**src/rtl/aesl_deadlock_stall_detector.sv**
```systemverilog
`default_nettype none
// ============================================================================
// Module   : aesl_deadlock_stall_detector
// Brief    : Flags a kernel deadlock when the same stalled flag vector
//            persists for THRESHOLD consecutive samples after a holdoff.
// Revision : 1.0 - initial release
// ============================================================================
module aesl_deadlock_stall_detector #(
   parameter int N_AXIS    = 2,
   parameter int N_INST    = 2,
   parameter int N_BLK     = 1,
   parameter int HOLDOFF   = 10,
   parameter int THRESHOLD = 16
) (
   input  logic                    kernel_monitor_clock,
   input  logic                    kernel_monitor_reset,
   input  logic [N_AXIS-1:0]       axis_block_sigs,
   input  logic [N_INST-1:0]       inst_idle_sigs,
   input  logic [N_BLK-1:0]        inst_block_sigs,
   output logic                    block,
   output logic                    block_pulse,
   output logic [N_AXIS-1:0]       axis_snap,
   output logic [N_INST+N_BLK-1:0] inst_snap,
   output logic [15:0]             blocked_cycles
);

   localparam int VW = N_INST + N_BLK + N_AXIS;
   localparam int CW = $clog2(THRESHOLD + 1);
   localparam logic [CW-1:0] CNT_LAST  = CW'(THRESHOLD - 1);
   localparam logic [CW-1:0] CNT_ONE   = CW'(1);
   localparam logic [7:0]    HOLD_LAST = 8'(HOLDOFF - 1);

   typedef enum logic [1:0] {
      ST_HOLDOFF = 2'd0,
      ST_MONITOR = 2'd1,
      ST_ARMED   = 2'd2,
      ST_BLOCKED = 2'd3
   } state_t;

   state_t          r_state;
   logic [7:0]      r_hold_cnt;
   logic [CW-1:0]   r_cnt;
   logic [VW-1:0]   r_cap;

   logic            w_stall;
   logic [VW-1:0]   w_vec;

   // Idle flags never stall by themselves; they only break vector equality.
   assign w_stall = (|axis_block_sigs) | (|inst_block_sigs);
   assign w_vec   = {inst_idle_sigs, inst_block_sigs, axis_block_sigs};

   always_ff @(posedge kernel_monitor_clock) begin
      if (kernel_monitor_reset) begin
         r_state        <= ST_HOLDOFF;
         r_hold_cnt     <= '0;
         r_cnt          <= '0;
         r_cap          <= '0;
         block          <= 1'b0;
         block_pulse    <= 1'b0;
         axis_snap      <= '0;
         inst_snap      <= '0;
         blocked_cycles <= '0;
      end else begin
         block_pulse <= 1'b0;
         case (r_state)
            ST_HOLDOFF: begin
               if (r_hold_cnt == HOLD_LAST) begin
                  r_state <= ST_MONITOR;
               end else begin
                  r_hold_cnt <= r_hold_cnt + 8'd1;
               end
            end
            ST_MONITOR: begin
               if (w_stall) begin
                  r_state <= ST_ARMED;
                  r_cap   <= w_vec;
                  r_cnt   <= CNT_ONE;
               end else begin
                  r_cnt   <= '0;
               end
            end
            ST_ARMED: begin
               if (!w_stall) begin
                  r_state <= ST_MONITOR;
                  r_cnt   <= '0;
               end else if (w_vec != r_cap) begin
                  // Any change in the flag vector is progress: restart the run.
                  r_cap   <= w_vec;
                  r_cnt   <= CNT_ONE;
               end else if (r_cnt == CNT_LAST) begin
                  r_state        <= ST_BLOCKED;
                  block          <= 1'b1;
                  block_pulse    <= 1'b1;
                  axis_snap      <= axis_block_sigs;
                  inst_snap      <= {inst_idle_sigs, inst_block_sigs};
                  blocked_cycles <= 16'd1;
               end else begin
                  r_cnt   <= r_cnt + CNT_ONE;
               end
            end
            ST_BLOCKED: begin
               if (blocked_cycles != 16'hFFFF) begin
                  blocked_cycles <= blocked_cycles + 16'd1;
               end
            end
            default: begin
               r_state <= ST_HOLDOFF;
            end
         endcase
      end
   end

endmodule
`default_nettype wire
```
**config.mk**
```make
export PLATFORM = sky130hd
export DESIGN_NAME = aesl_deadlock_stall_detector
export DESIGN_NICKNAME = d
export VERILOG_FILES = /design/src/rtl/aesl_deadlock_stall_detector.sv
export SDC_FILE = /design/constraint.sdc
export NUM_CORES = 1
export LEC_CHECK = 0
export BUFFER_PORTS_ARGS = -buffer_cell sky130_fd_sc_hd__buf_2
export CAP_MARGIN = 20
export CORE_ASPECT_RATIO = 2
export CORE_MARGIN = 1
export CORE_UTILIZATION = 57
export CTS_CLUSTER_SIZE = 20
export DETAILED_ROUTE_END_ITERATION = 10
export GPL_TIMING_DRIVEN = 0
export PLACE_DENSITY = 0.83
export SYNTH_ARGS = -nofsm -noshare
export SYNTH_HDL_FRONTEND = slang
export SYNTH_SLANG_ARGS = --single-unit
```
**constraint.sdc**
```tcl
create_clock -name kernel_monitor_clock -period 2.5 [get_ports kernel_monitor_clock]
set_input_delay 0.125 -clock kernel_monitor_clock [delete_from_list [all_inputs] [get_ports kernel_monitor_clock]]
set_output_delay 0.125 -clock kernel_monitor_clock [all_outputs]
set_load 0.02 [all_outputs]
```
; ---- Yosys cells after proc, flatten, opt, wreduce, memory -nomap -nowiden
; Index checks and enable logic that the tools add are counted.
[classes]
reduce_logical = 12
mul = 0
n_shift = 0
n_eq_ne = 17
div = 0
addsub = 3
magnitude_cmp = 0
bitwise_logic = 5
mux = 21
[op_table]
columns = op, count
row1 = 16-bit two-way mux, 4
row2 = 16-bit case mux with 2 select lines, 1
row3 = 5-bit two-way mux, 6
row4 = 5-bit case mux with 2 select lines, 2
row5 = "16-bit by 1-bit adder with 16-bit output, second input constant", 1
row6 = "16-bit inequality test, second input constant", 1
row7 = "2-bit inequality test, second input constant", 7
row8 = 2-bit two-way mux, 5
row9 = 5-bit AND reduction, 2
row10 = "8-bit by 1-bit adder with 8-bit output, second input constant", 1
row11 = "8-bit by 4-bit == test with 1-bit output, second input constant", 1
row12 = 4-bit AND reduction, 2
row13 = "3-bit inequality test, second input constant", 2
row14 = 2-bit case mux with 3 select lines, 1
row15 = "5-bit by 1-bit adder with 5-bit output, second input constant", 1
row16 = "5-bit by 4-bit == test with 1-bit output, second input constant", 1
row17 = 5-bit inequality test, 1
row18 = "2-bit == test, second input constant", 2
row19 = "4-bit inequality test, second input constant", 1
row20 = 1-bit inverter, 4
row21 = 2-bit AND reduction, 2
row22 = 2-bit nonzero test, 2
row23 = 4-bit OR reduction, 1
row24 = 3-bit nonzero test, 1
row25 = 5 further kinds, 6
[totals]
latchBits = 0
romBits = 0
register_bits = 43
mem_bits_rw = 0
output_inout_bits = 23
memories = 0

; ---- Depth between registers and ports, before layout
[logic_depth]
word_depth = 5
depth_mapped = 9

; ---- Worst setup path before layout
; No wires, ideal clock.
[synth_timing]
path_kind = register to register
startpoint = reg r_state[0]
endpoint = reg blocked_cycles[11]
path_slack_ns = 0.369
period_less_slack_ns = 2.131
path_buffers = 2
setup_time_ns = 0.092
stages_incl_launch_ff = 10
t_arrival_ns = 2.039
path_cell_list = dfxtp_1 > inv_1 > ha_1 > buf_2 > o31ai_1 > nor4b_4 > nand2_2 > a211o_1 > buf_6 > o32ai_1
[synth_between]
elab_chain_cells = 3
[synth_rtl]
columns = item, line
row1 = start: declaration, 40  ; state_t r_state;
row2 = start signal: assignment, 54  ; r_state <= ST_HOLDOFF;
row3 = start signal: assignment, 68  ; r_state <= ST_MONITOR;
row4 = start signal: assignment, 75  ; r_state <= ST_ARMED;
row5 = 2-bit == test, 65  ; case (r_state)
row6 = 2-bit inequality test (no line) / 2-bit nonzero test (equally long branches), -
row7 = 5-bit AND reduction (no line), -
row8 = end signal: assignment, 103  ; blocked_cycles <= blocked_cycles + 16'd1;
row9 = end: declaration, 24  ; output logic [15:0] blocked_cycles
; Parallel ways exist; a longest one is shown, timed or not.
; A chain may end at the register's enable or synchronous reset.

; ---- Final worst setup path
[layout_timing]
startpoint = reg r_cnt[0]
endpoint = reg blocked_cycles[11]
[layout_between]
elab_chain_cells = 3
[layout_rtl]
columns = item, line
row1 = start: declaration, 42  ; logic [CW-1:0] r_cnt;
row2 = start signal: assignment, 98  ; r_cnt <= r_cnt + CNT_ONE;
row3 = 5-bit by 4-bit == test with 1-bit output, 90  ; end else if (r_cnt == CNT_LAST) begin
row4 = 2-bit inequality test (no line), -
row5 = 5-bit AND reduction (no line), -
; Every way passes these cells.

==> impl_summary.txt <==
----------------------------------------------------
[Synth]
  Synth warnings ... 0
  Count of unique library cells instantiated by Yosys ... 51
  Synth Register Bits ... 43
  Largest family of logic cells by synthesized area ... compound AO/OA/AOI/OAI gates
  Portion of netlist area occupied by mux cells ... 0.02238
  Most used flip-flop cell after synthesis ... dfxtp_1
  EDFF count, synth ... 0
  Post-synthesis instance area ... ~2200 um2
  Post-Synth Simple-Gate Area ... 0.2216
  Xor and xnor area share after synthesis ... 0.03917
  Fraction of the mapped netlist area in adder cells ... 0.05596
  Compound-gate portion of the synthesized area ... 0.2250
  Portion of synthesized cell area occupied by the leading cell type ... 0.3850
  Most instantiated cells after synthesis ... 43 x dfxtp_1, 26 x nand2_1, 24 x nor2_1
  Average cell area after synthesis ... ~8.6 um2
  Synthesized instance count ... 259
  Area contributors post-synth ... dfxtp_1 39%, ha_1 5.6%, nand2_1 4.4%
  Fraction of registers with async set or reset after synthesis ... 0
  Dominant cell by count in the synthesized netlist ... dfxtp_1
  Syn Nets ... approximately 280
  Library cell with the largest summed area after synthesis ... dfxtp_1
  Sequential area share after synthesis ... 0.3850

[Clock tree]
  Largest buffer count on any clock path ... 2
  Clock sinks ... 43
  Clock tree from TritonCTS ... yes
  Level count of the clock H-tree ... 2
  Clock buffer count from CTS ... 5
  Clock latency of the later-clocked register in the worst-skew pair ... between 0.2 and 0.3 ns
  Cell chosen for the clock root ... clkbuf_8
  Reg clk slew, reported paths ... around 0.080 ns
  Cts-stage hold buffer count ... 0

[Placement]
  HPWL after detailed placement ... around 4000 um
  Placed inst area ... between 2000 and 2500 um2
  Routability Congestion ... 0.8466
  Placed Cells ... about 340
  Buffers added on ports ... 29

[Drt]
  Violation count after the first detailed-routing iteration ... 69
  Via count normalized by instance count ... 6.165
  Via count ... around 2,100
  Count of nets left with antenna violations after detail routing ... 0
  Number of DRC violations after detailed routing ... 0
  Detailed Routing Iterations Pass 1 ... 4
  Routed wirelength normalized by instance count ... roughly 15 um
  DRT Wirelength ... 5229 um

[Critical path]
  Worst Path Required ... about 2.7 ns
  Largest fanout on the critical path ... 10
  Arr. time, crit path ... 2.55 ns
  FF-to-FF setup slack ... 0.15 ns
  Critical Path Sink Type ... register
  Worst r2r path cells ... 8
  Kind of critical path ... register to register
  Worst setup SP type ... register

[GRT]
  Pin count of the biggest net entering global routing ... 13
  GRT overflow ... 0
  GRT Resource Usage Total ... 0.2847
  First-pass GRT wire length ... 9032 um
  Number of global-route vias before repair ... ~2,100
  Number of antenna violations at the first check in global routing ... 0

[Power and ir drop]
  Power consumption ... 1338 uW
  Highest ir drop seen on vdd ... around 430 uV
  Reported leakage power ... roughly 0.001 uW
  Pwr Density ... between 500 and 600 nW/um2

[STA]
  Achievable frequency ... between 400 and 500 MHz
  Final Hold Viols ... 0
  Setup repair after global routing missed its margin ... false
  Worst Hold Slack ... about 0.12 ns
  Max-slew violations ... 0
  Setup violation total in the final timing report ... 0
  Max transition margin ... 0.5318
  Transition at the pin with the smallest max-transition slack ... between 0.6 and 0.7 ns
  Setup Skew ... around 0.0077 ns
  Time the worst path needs with I/O delays and setup ... approximately 2.4 ns
  Final period util ... 0.9418

[Run status]
  Run status ... complete, no violations

[Cells and area]
  Total area of sequential cells ... approximately 860 um2
  Number of inserted filler cells in the final layout ... 332
  Area Overhead vs Synth ... 14.05%
  Multi-input gate area ... between 1000 and 1500 um2
  Final core area utilization ... 0.6920
  Count of nets after finishing ... 314
  Final antenna diode count ... 0
  Final non-filler cell total ... 346
  Fraction of final layout cells sized beyond drive strength 1 ... 0.1684
  Cell area after layout ... ~2500 um2

[Floorplan]
  Initial cell density of the core ... 0.6068
  Height of the die ... 90.57 um
  Die X ... ~46 um
  Area of the core ... approximately 3700 um2
  Full die area ... 4192 um2
  Site row count ... 31
  Boundary Pins ... 30

[Hold path]
  Worst hold path class ... input port to register
  Worst hold path stage count ... 3

[Run]
  Max-capacitance violation count ... 0

----------------------------------------------------
[final timing paths]
| check | end | from |
|---|---|---|
| setup / recovery | blocked_cycles[11] | r_cnt[0] |
| hold reg to reg | axis_snap[0] | axis_snap[0] |
| setup reg to reg | blocked_cycles[11] | r_cnt[0] |
| hold / removal | inst_snap[1] | inst_idle_sigs[0] |
[repair_timing]
| action | 4_1_cts | 5_1_grt |
|---|---|---|
| pin swaps | 1 | 1 |
| resized for setup | 0 | 1 |
| setup buffers | 2 | 0 |
| setup endpoints to repair | 1 | 7 |
| endpoints found under the hold margin | 0 | 0 |
[cell usage in the layout (no fill, tap or decap), types with 2 or more instances in the layout]
cell type,count
nor3_1,3
nand2b_1,2
nor4_1,2
a211oi_1,8
clkbuf_8,6
nand3_1,11
a211o_1,2
a31oi_1,3
and3_1,5
buf_4,2
or4_1,3
o311ai_0,2
nand4b_1,2
a2111oi_0,2
inv_1,14
mux2i_1,5
clkbuf_1,6
ha_1,10
o22ai_1,2
o21ai_0,6
o31ai_1,7
nor2_1,24
xor2_1,9
buf_2,33
a41oi_1,2
a41o_1,2
nand2_1,26
or3_1,3
nor4b_1,2
o32ai_1,6
a21oi_1,15
dfxtp_1,43
nand4_1,8
[per-stage QoR]
step	TNS (ns)	setup slack [ns]
6_report	0	0.1455
5_1_grt	0	0.006670
4_1_cts	0	0.1237
3_5_place_dp	-0.009152	-0.009152
3_3_place_gp	0	0.01988
2_1_floorplan	0	0.3689
[area by class of cell]
class	instances	area share
multi-input cells	189	0.4966
flip-flops and latches	43	0.3376
repair buffers	31	0.06281
clock buffers	6	0.03238
well taps	49	0.02404
plain buffers	12	0.02257
inverters	15	0.02208
clock inverters	1	0.001963
[power by group]
part / switching [uW] / internal, uW / leakage (uW)
Clock: 221 / 217 / 0.0000470
Sequential: 27.9 / 710 / 0.000347
Combinational: 97.8 / 64.6 / 0.000604
Total: 347 / 991 / 0.000998
[critical path, stage by stage, from the launching register on]
cell	delay (ns)
dfxtp_1	0.42
ha_1	0.20
and3_1	0.16
ha_1	0.23
nor4b_4	0.32
nand2_2	0.13
a211o_1	0.39
buf_6	0.17
o32ai_1	0.25
[per-layer routing]
metal / global-route usage / vias to the layer above / routed length (um)
li1: - / 1042 / -
met1: 0.2816 / 1018 / 1926
met2: 0.5235 / 58 / 2956
met3: 0.05200 / 15 / 193
met4: 0.1225 / 0 / 153
met5: 0 / - / 0
[state kept, by name (all words and copies together) (netlist names)]
signal	count
r_cap	5
r_hold_cnt	8
r_cnt	5
axis_snap	2
block	1
inst_snap	3
block_pulse	1
blocked_cycles	16
r_state	2
[cells by family after synthesis]
group / Yosys count
xor gates and xnor gates: 10
DFF: 43
buffers and inverters: 27
adders and majority gates: 10
AOI/OAI and AO/OA: 68
muxes: 5
and+or+nand+nor: 96
(Power assumes the default switching activity.)
